==> src/rtl/nn_feeder.sv <==
`default_nettype none
// ============================================================================
// Module      : nn_feeder
// Description : Buffers host-written samples (two ping-pong slots) and weight
//               sets, then replays them to the NN block over its
//               in_valid_d/t/w1/w2 stream interface. A new weight set is sent
//               before the next sample; each sample waits for NN out_valid.
//               Optional WAIT_OUT timeout enabled by macro FEEDER_TIMEOUT_EN.
// Revision    : 1.0 - initial release
// ============================================================================
module nn_feeder #(
  parameter int DW          = 32,
  parameter int D_N         = 8,
  parameter int W1_N        = 24,
  parameter int W2_N        = 3,
  parameter int TIMEOUT_CYC = 1024
) (
  input  logic          clk,
  input  logic          rst_n,          // active-high asynchronous reset
  input  logic          wr_valid,
  input  logic [1:0]    wr_sel,
  input  logic [DW-1:0] wr_data,
  output logic          wr_ready,
  input  logic          nn_out_valid,
  output logic          in_valid_d,
  output logic          in_valid_t,
  output logic          in_valid_w1,
  output logic          in_valid_w2,
  output logic [DW-1:0] data_point,
  output logic [DW-1:0] target,
  output logic [DW-1:0] weight1,
  output logic [DW-1:0] weight2,
  output logic          busy,
  output logic [15:0]   done_cnt,
  output logic          err
);

  localparam int DC_W  = $clog2(D_N + 1);
  localparam int DI_W  = (D_N > 1) ? $clog2(D_N) : 1;
  localparam int W1C_W = $clog2(W1_N + 1);
  localparam int W1I_W = (W1_N > 1) ? $clog2(W1_N) : 1;
  localparam int W2C_W = $clog2(W2_N + 1);
  localparam int W2I_W = (W2_N > 1) ? $clog2(W2_N) : 1;
  localparam int SQ_N  = (W1_N > D_N) ? W1_N : D_N;
  localparam int SQ_W  = (SQ_N > 1) ? $clog2(SQ_N) : 1;

  localparam logic [1:0] SEL_D  = 2'd0;
  localparam logic [1:0] SEL_T  = 2'd1;
  localparam logic [1:0] SEL_W1 = 2'd2;

  localparam logic [DC_W-1:0]  D_FULL  = DC_W'(D_N);
  localparam logic [W1C_W-1:0] W1_FULL = W1C_W'(W1_N);
  localparam logic [W2C_W-1:0] W2_FULL = W2C_W'(W2_N);
  localparam logic [SQ_W-1:0]  W1_LAST = SQ_W'(W1_N - 1);
  localparam logic [SQ_W-1:0]  D_LAST  = SQ_W'(D_N - 1);
  localparam logic [SQ_W-1:0]  W2_LIM  = SQ_W'(W2_N);

  typedef enum logic [1:0] {
    IDLE     = 2'd0,
    SEND_W   = 2'd1,
    SEND_D   = 2'd2,
    WAIT_OUT = 2'd3
  } state_t;

  // Buffer storage (not reset; validity is tracked by counts and flags)
  logic [DW-1:0] d_mem_q  [2][D_N];
  logic [DW-1:0] t_mem_q  [2];
  logic [DW-1:0] w1_mem_q [W1_N];
  logic [DW-1:0] w2_mem_q [W2_N];

  // Fill-side state
  logic [DC_W-1:0]  dcnt_q, dcnt_d;
  logic             t_have_q, t_have_d;
  logic             wr_ptr_q, wr_ptr_d;
  logic [1:0]       slot_full_q, slot_full_d;
  logic [W1C_W-1:0] w1cnt_q, w1cnt_d;
  logic [W2C_W-1:0] w2cnt_q, w2cnt_d;
  logic             wgt_pending_q, wgt_pending_d;
  logic             wgt_loaded_q, wgt_loaded_d;

  // Replay-side state
  state_t           state_q, state_d;
  logic [SQ_W-1:0]  idx_q, idx_d;
  logic             rd_ptr_q, rd_ptr_d;
  logic [15:0]      done_cnt_q, done_cnt_d;
  logic             in_valid_d_q, in_valid_d_d;
  logic             in_valid_t_q, in_valid_t_d;
  logic             in_valid_w1_q, in_valid_w1_d;
  logic             in_valid_w2_q, in_valid_w2_d;
  logic [DW-1:0]    data_point_q, data_point_d;
  logic [DW-1:0]    target_q, target_d;
  logic [DW-1:0]    weight1_q, weight1_d;
  logic [DW-1:0]    weight2_q, weight2_d;

  // Cross-process strobes
  logic wr_d_en, wr_t_en, wr_w1_en, wr_w2_en;
  logic sample_commit, wgt_commit;
  logic slot_rel, wgt_sent;

`ifdef FEEDER_TIMEOUT_EN
  localparam int TO_W = (TIMEOUT_CYC > 1) ? $clog2(TIMEOUT_CYC) : 1;
  localparam logic [TO_W-1:0] TO_LAST = TO_W'(TIMEOUT_CYC - 1);
  logic [TO_W-1:0] to_cnt_q, to_cnt_d;
  logic            err_q, err_d;
`endif

  // Write acceptance and fill-side bookkeeping (counts, commits, slot flags)
  always_comb begin
    case (wr_sel)
      SEL_D:   wr_ready = (dcnt_q != D_FULL) && !slot_full_q[wr_ptr_q];
      SEL_T:   wr_ready = !t_have_q && !slot_full_q[wr_ptr_q];
      SEL_W1:  wr_ready = (state_q != SEND_W) && (w1cnt_q != W1_FULL);
      default: wr_ready = (state_q != SEND_W) && (w2cnt_q != W2_FULL);
    endcase
    wr_d_en  = wr_valid && wr_ready && (wr_sel == SEL_D);
    wr_t_en  = wr_valid && wr_ready && (wr_sel == SEL_T);
    wr_w1_en = wr_valid && wr_ready && (wr_sel == SEL_W1);
    wr_w2_en = wr_valid && wr_ready && (wr_sel == 2'd3);

    // Commits fire one cycle after the last piece lands; writes are blocked meanwhile
    sample_commit = (dcnt_q == D_FULL) && t_have_q;
    wgt_commit    = (w1cnt_q == W1_FULL) && (w2cnt_q == W2_FULL);

    dcnt_d   = dcnt_q;
    t_have_d = t_have_q;
    wr_ptr_d = wr_ptr_q;
    if (sample_commit) begin
      dcnt_d   = '0;
      t_have_d = 1'b0;
      wr_ptr_d = ~wr_ptr_q;
    end else begin
      if (wr_d_en) dcnt_d = dcnt_q + 1'b1;
      if (wr_t_en) t_have_d = 1'b1;
    end

    w1cnt_d = w1cnt_q;
    w2cnt_d = w2cnt_q;
    if (wgt_commit) begin
      w1cnt_d = '0;
      w2cnt_d = '0;
    end else begin
      if (wr_w1_en) w1cnt_d = w1cnt_q + 1'b1;
      if (wr_w2_en) w2cnt_d = w2cnt_q + 1'b1;
    end

    // Release and commit always address different slots, so both may apply
    slot_full_d = slot_full_q;
    if (slot_rel)      slot_full_d[rd_ptr_q] = 1'b0;
    if (sample_commit) slot_full_d[wr_ptr_q] = 1'b1;

    wgt_pending_d = (wgt_pending_q && !wgt_sent) || wgt_commit;
    wgt_loaded_d  = wgt_loaded_q || wgt_sent;
  end

  // Host writes into the buffers
  always_ff @(posedge clk) begin
    if (wr_d_en)  d_mem_q[wr_ptr_q][dcnt_q[DI_W-1:0]] <= wr_data;
    if (wr_t_en)  t_mem_q[wr_ptr_q] <= wr_data;
    if (wr_w1_en) w1_mem_q[w1cnt_q[W1I_W-1:0]] <= wr_data;
    if (wr_w2_en) w2_mem_q[w2cnt_q[W2I_W-1:0]] <= wr_data;
  end

  // Replay FSM: next state, and stream outputs derived from the next state so
  // the registered valids line up with the state they belong to
  always_comb begin
    state_d       = state_q;
    idx_d         = idx_q;
    rd_ptr_d      = rd_ptr_q;
    done_cnt_d    = done_cnt_q;
    slot_rel      = 1'b0;
    wgt_sent      = 1'b0;
    in_valid_d_d  = 1'b0;
    in_valid_t_d  = 1'b0;
    in_valid_w1_d = 1'b0;
    in_valid_w2_d = 1'b0;
    data_point_d  = '0;
    target_d      = '0;
    weight1_d     = '0;
    weight2_d     = '0;
`ifdef FEEDER_TIMEOUT_EN
    to_cnt_d      = '0;
    err_d         = err_q;
`endif

    case (state_q)
      IDLE: begin
        // Weights take priority; samples never go out before a first weight set
        if (wgt_pending_q) begin
          state_d = SEND_W;
          idx_d   = '0;
        end else if (wgt_loaded_q && slot_full_q[rd_ptr_q]) begin
          state_d = SEND_D;
          idx_d   = '0;
        end
      end
      SEND_W: begin
        if (idx_q == W1_LAST) begin
          state_d  = IDLE;
          wgt_sent = 1'b1;
        end else begin
          idx_d = idx_q + 1'b1;
        end
      end
      SEND_D: begin
        if (idx_q == D_LAST) state_d = WAIT_OUT;
        else                 idx_d   = idx_q + 1'b1;
      end
      default: begin
        if (nn_out_valid) begin
          slot_rel   = 1'b1;
          rd_ptr_d   = ~rd_ptr_q;
          done_cnt_d = done_cnt_q + 16'd1;
          state_d    = IDLE;
        end
`ifdef FEEDER_TIMEOUT_EN
        else if (to_cnt_q == TO_LAST) begin
          // Give up on this sample: free its slot without counting it
          err_d    = 1'b1;
          slot_rel = 1'b1;
          rd_ptr_d = ~rd_ptr_q;
          state_d  = IDLE;
        end else begin
          to_cnt_d = to_cnt_q + 1'b1;
        end
`endif
      end
    endcase

    if (state_d == SEND_W) begin
      in_valid_w1_d = 1'b1;
      weight1_d     = w1_mem_q[idx_d[W1I_W-1:0]];
      if (idx_d < W2_LIM) begin
        in_valid_w2_d = 1'b1;
        weight2_d     = w2_mem_q[idx_d[W2I_W-1:0]];
      end
    end
    if (state_d == SEND_D) begin
      in_valid_d_d = 1'b1;
      data_point_d = d_mem_q[rd_ptr_d][idx_d[DI_W-1:0]];
      if (idx_d == '0) begin
        in_valid_t_d = 1'b1;
        target_d     = t_mem_q[rd_ptr_d];
      end
    end
  end

  // Control and output registers; reset drops any stream in flight
  always_ff @(posedge clk or posedge rst_n) begin
    if (rst_n) begin
      dcnt_q        <= '0;
      t_have_q      <= 1'b0;
      wr_ptr_q      <= 1'b0;
      slot_full_q   <= '0;
      w1cnt_q       <= '0;
      w2cnt_q       <= '0;
      wgt_pending_q <= 1'b0;
      wgt_loaded_q  <= 1'b0;
      state_q       <= IDLE;
      idx_q         <= '0;
      rd_ptr_q      <= 1'b0;
      done_cnt_q    <= '0;
      in_valid_d_q  <= 1'b0;
      in_valid_t_q  <= 1'b0;
      in_valid_w1_q <= 1'b0;
      in_valid_w2_q <= 1'b0;
      data_point_q  <= '0;
      target_q      <= '0;
      weight1_q     <= '0;
      weight2_q     <= '0;
`ifdef FEEDER_TIMEOUT_EN
      to_cnt_q      <= '0;
      err_q         <= 1'b0;
`endif
    end else begin
      dcnt_q        <= dcnt_d;
      t_have_q      <= t_have_d;
      wr_ptr_q      <= wr_ptr_d;
      slot_full_q   <= slot_full_d;
      w1cnt_q       <= w1cnt_d;
      w2cnt_q       <= w2cnt_d;
      wgt_pending_q <= wgt_pending_d;
      wgt_loaded_q  <= wgt_loaded_d;
      state_q       <= state_d;
      idx_q         <= idx_d;
      rd_ptr_q      <= rd_ptr_d;
      done_cnt_q    <= done_cnt_d;
      in_valid_d_q  <= in_valid_d_d;
      in_valid_t_q  <= in_valid_t_d;
      in_valid_w1_q <= in_valid_w1_d;
      in_valid_w2_q <= in_valid_w2_d;
      data_point_q  <= data_point_d;
      target_q      <= target_d;
      weight1_q     <= weight1_d;
      weight2_q     <= weight2_d;
`ifdef FEEDER_TIMEOUT_EN
      to_cnt_q      <= to_cnt_d;
      err_q         <= err_d;
`endif
    end
  end

  assign in_valid_d  = in_valid_d_q;
  assign in_valid_t  = in_valid_t_q;
  assign in_valid_w1 = in_valid_w1_q;
  assign in_valid_w2 = in_valid_w2_q;
  assign data_point  = data_point_q;
  assign target      = target_q;
  assign weight1     = weight1_q;
  assign weight2     = weight2_q;
  assign done_cnt    = done_cnt_q;
  assign busy        = (state_q != IDLE);
`ifdef FEEDER_TIMEOUT_EN
  assign err         = err_q;
`else
  assign err         = 1'b0;
`endif

endmodule
`default_nettype wire

==> config.mk <==
export PLATFORM = sky130hd
export DESIGN_NAME = nn_feeder
export DESIGN_NICKNAME = d
export VERILOG_FILES = /design/src/rtl/nn_feeder.sv
export SDC_FILE = /design/constraint.sdc
export NUM_CORES = 2
export LEC_CHECK = 0
export ABC_AREA = 1
export BUFFER_PORTS_ARGS = -buffer_cell sky130_fd_sc_hd__buf_2
export CELL_PAD_IN_SITES_DETAIL_PLACEMENT = 0
export CELL_PAD_IN_SITES_GLOBAL_PLACEMENT = 1
export CORE_MARGIN = 10
export CORE_UTILIZATION = 51
export DETAILED_ROUTE_END_ITERATION = 6
export HOLD_SLACK_MARGIN = 0.1
export PLACE_DENSITY_LB_ADDON = 0.25
export SKIP_LAST_GASP = 1
export SYNTH_ARGS = -nofsm -noshare
export SYNTH_HDL_FRONTEND = slang
export SYNTH_SLANG_ARGS = --single-unit
==> constraint.sdc <==
create_clock -name clk -period 6 [get_ports clk]
set_input_delay 0.6 -clock clk [delete_from_list [all_inputs] [get_ports clk]]
set_output_delay 0.6 -clock clk [all_outputs]
set_load 0.03 [all_outputs]
==> metrics.yaml <==
critical_path:
  r2r-end: "data_point[17]"
  crit_family: "simple AND/OR/NAND/NOR gates"
  cp.depth: 15
  required_ns: 6.70
  crit_buf_inv: 2
  cp-start-kind: "flip-flop"
  crit_arrival_ns: 5.13
  cpPeakStageDelay_ns: 0.91
  cp-end-kind: "flip-flop"
  worstSetupPathType: "reg2reg"
  rrSetupSlack_ns: 1.57
  cp_slowest_cell: "nand2_8"
  endpoint: "data_point[17]"
  cp-startpoint: "idx_q[0]"
  r2r-start: "idx_q[0]"
  crit_path_cell_trace: "ha_1, nand2_1, nor2_2, nand3_1, nand2_1, inv_2, nand3_4, nand2_8, buf_12, o211ai_1, o211ai_1, o21ai_0, nand2_1, nand2_1, nor2_1"
  worstPathMaxFanout: 170
  r2r_cells: 15
  critPathMostFrequentCell: "nand2_1"
placed_design:
  place_inst: 6516
  io_buffers: 187
  dp_hpwl_um: 91350
  gp_congestion: 0.8602
layout:
  final_cells: 6826
  multiInputGateArea_sq_mm: 0.01449
  fin_nets: 5093
  seq_area_sq_mm: 0.04757
  drive_above_1_share_pct: 13.35
  syn_to_final_growth_pct: 12.63
  num-fill-cells: 9772
clock_network:
  cts_root_buf: "clkbuf_16"
  insertion_delay_ns: 0.80
  cts_buffers: 161
  cts_tree: "built"
  clockBufferDepth: 3
  cts.sinks: 1613
  cts_setup_buffers: 0
  clk_pin_slew_ns: 0.06
  htreeDepth: 4
  postCtsResizedCells: 0
  cts_hold_buffers: 1
timing:
  setup_viol_count_final: 0
  relSlewSlack_pct: 17.32
  fmax_mhz: 226.0
  max_slew.worst_pin.slew_ns: 1.237
  finClkSkew_ns: 0.02433
  rsz0062_at_grt: "false"
  hold_viol: 0
  finalMaxSlewViolations: 0
  tns_ns: 0
  finalCritPeriodShare_pct: 73.76
  period_minus_slack_ns: 4.426
logic_synthesis:
  synth-simple-area-share_pct: 15.77
  synth_area_per_cell_sq_um: 12.94
  yosys.area.top_type: "edfxtp_1"
  yosys_register_bits: 1613
  synth_compound_area_share_pct: 4.241
  yosysTopAreaCellShare_pct: 68.01
  syn_nets: 4965
  synth.area.top_cells: "edfxtp_1 68%, nand3_1 7.2%, dfrtp_1 6.8%"
  synthCells: 4915
  synth.area.mux_share_pct: 1.621
  syn_area_sq_mm: 0.06358
  synth.distinct_cells: 40
  synth-adder-area-share_pct: 0.2361
  yosysSeqAreaShare_pct: 74.82
  ys_warn_count: 0
  synth_top_family_by_area: "simple AND/OR/NAND/NOR gates"
  synth-xor-area-share_pct: 0.2893
die:
  die_h_um: 373.1
  io_pins: 189
  initial_core_util_pct: 51.36
  core_area_sq_mm: 0.1238
  num_rows: 129
  die_area_sq_mm: 0.1392
  die_w_um: 373.1
route:
  postRouteAntennaNets: 0
  routed_wl_um: 174200
  first_pass_iters: 6
  vias_per_cell: 5.879
  wl_per_cell_um: 25.52
  dr_total_vias: 40131
  route.detailed.drc: 0
  drtIter0Drc: 5046
global_routing:
  grt_pass1_wl_um: 255500
  track_usage_pct: 24.37
  grt_pass1_vias: 37975
  grt_max_degree: 195
  antenna_found_initial: 13
  grt_overflow: 0
run_status:
  status: "completed"
run:
  cap_violations: 0
pwr:
  p_leak_uw: 0.02620
  power_density_mw_per_mm2: 514.9
  worst_ir_drop_vdd_mv: 0.6214
worst_hold_path:
  hp-class: "in2reg"
-- cell usage after synthesis (all sizes together) --
cell / number
edfxtp: 1440
nand2: 1000
nand3: 922
nor2: 215
o21ai: 193
buf: 191
dfrtp: 173
o211ai: 152
inv: 126
clkbuf: 123
or2: 104
mux2i: 103
a21oi: 101
nor3: 15
xor2: 13
ha: 12
xnor2: 8
nand4: 6
a31oi: 5
and3: 3
clkinv: 2
nor4: 2
o31ai: 2
a21boi: 1
conb: 1
nand3b: 1
o21bai: 1
-- worst min-delay path by stage --
stage	endpoint	slack (ns)	from	cells after the start
floorplan	wgt_loaded_q	0.44	wgt_loaded_q	1
global placement	done_cnt[15]	0.46	done_cnt[15]	1
detailed placement	done_cnt[15]	0.46	done_cnt[15]	1
CTS	dcnt_q[2]	0.17	wr_sel[1]	4
global route	dcnt_q[2]	0.23	wr_sel[1]	4
finish	dcnt_q[2]	0.22	wr_sel[1]	4
-- layer usage --
| layer | global-route usage [%] | up-vias | wire length [um] |
|---|---|---|---|
| li1 | - | 17943 | - |
| met1 | 36.09 | 20156 | 75320 |
| met2 | 37.32 | 1786 | 79640 |
| met3 | 4.220 | 242 | 15550 |
| met4 | 6.300 | 4 | 3678 |
| met5 | 0 | - | 30 |
-- sequential cells by signal, indices dropped and copies added (netlist names), 2 cells and up --
name / count
w1_mem_q: 768
d_mem_q: 512
w2_mem_q: 96
t_mem_q: 64
data_point: 32
target: 32
weight1: 32
weight2: 32
done_cnt: 16
idx_q: 5
w1cnt_q: 5
dcnt_q: 4
slot_full_q: 2
state_q: 2
w2cnt_q: 2
-- per-stage QoR --
stage	utilization, %	setup slack [ns]	cell area (sq um)	hold slack, ns	total power (uW)
2_1_floorplan	-	0.7115	63590	0.4403	22380
3_3_place_gp	53.59	1.698	66340	0.4590	26930
3_5_place_dp	53.59	1.657	66340	0.4581	27000
4_1_cts	57.83	1.614	71600	0.1653	36930
5_1_grt	57.83	1.237	71600	0.2273	38700
6_report	57.85	1.574	71610	0.2164	36870
-- tightest hold or removal path, cell delays in order --
cell	delay, ns
buf_2	0.12
nor2_1	0.06
nand3_1	0.09
xor2_1	0.07
-- power breakdown --
| group | switching (uW) | leakage, uW | internal [uW] |
|---|---|---|---|
| combinational | 10200 | 0.00832 | 3770 |
| clock | 4260 | 0.00257 | 5720 |
| sequential | 246 | 0.0153 | 12600 |
| total | 14800 | 0.0262 | 22100 |
-- cells by family (layout without fill, tap and decap cells) --
logic type,after synthesis,after routing
compound gates,455,455
other cells,1,7
fa+ha+maj,12,12
buf+inv,442,710
simple gates,2268,2268
flops,1613,1613
xor+xnor,21,21
mux,103,103
-- area by class of cell --
type | instances | area share (%)
clock inverters | 80 | 1.066
multi-input cells | 2860 | 20.23
inverters | 128 | 0.6919
well taps | 1637 | 2.860
diodes | 6 | 0.02097
repair buffers | 279 | 2.450
clock buffers | 223 | 6.253
flip-flops and latches | 1613 | 66.43
-- cell usage in the layout, fill, tap and decap left out, types with 19 or more instances in the layout --
master     instances
edfxtp_1        1440
nand2_1          996
nand3_1          919
buf_2            187
o21ai_0          178
dfrtp_1          173
nor2_1           169
clkbuf_16        166
o211ai_1         152
inv_1            121
or2_2            104
mux2i_1          103
a21oi_1           99
buf_4             81
clkbuf_1          46
nor2_4            35
clkinv_2          32
clkinv_1          19
Note: power is estimated with default switching activity, not from simulation.
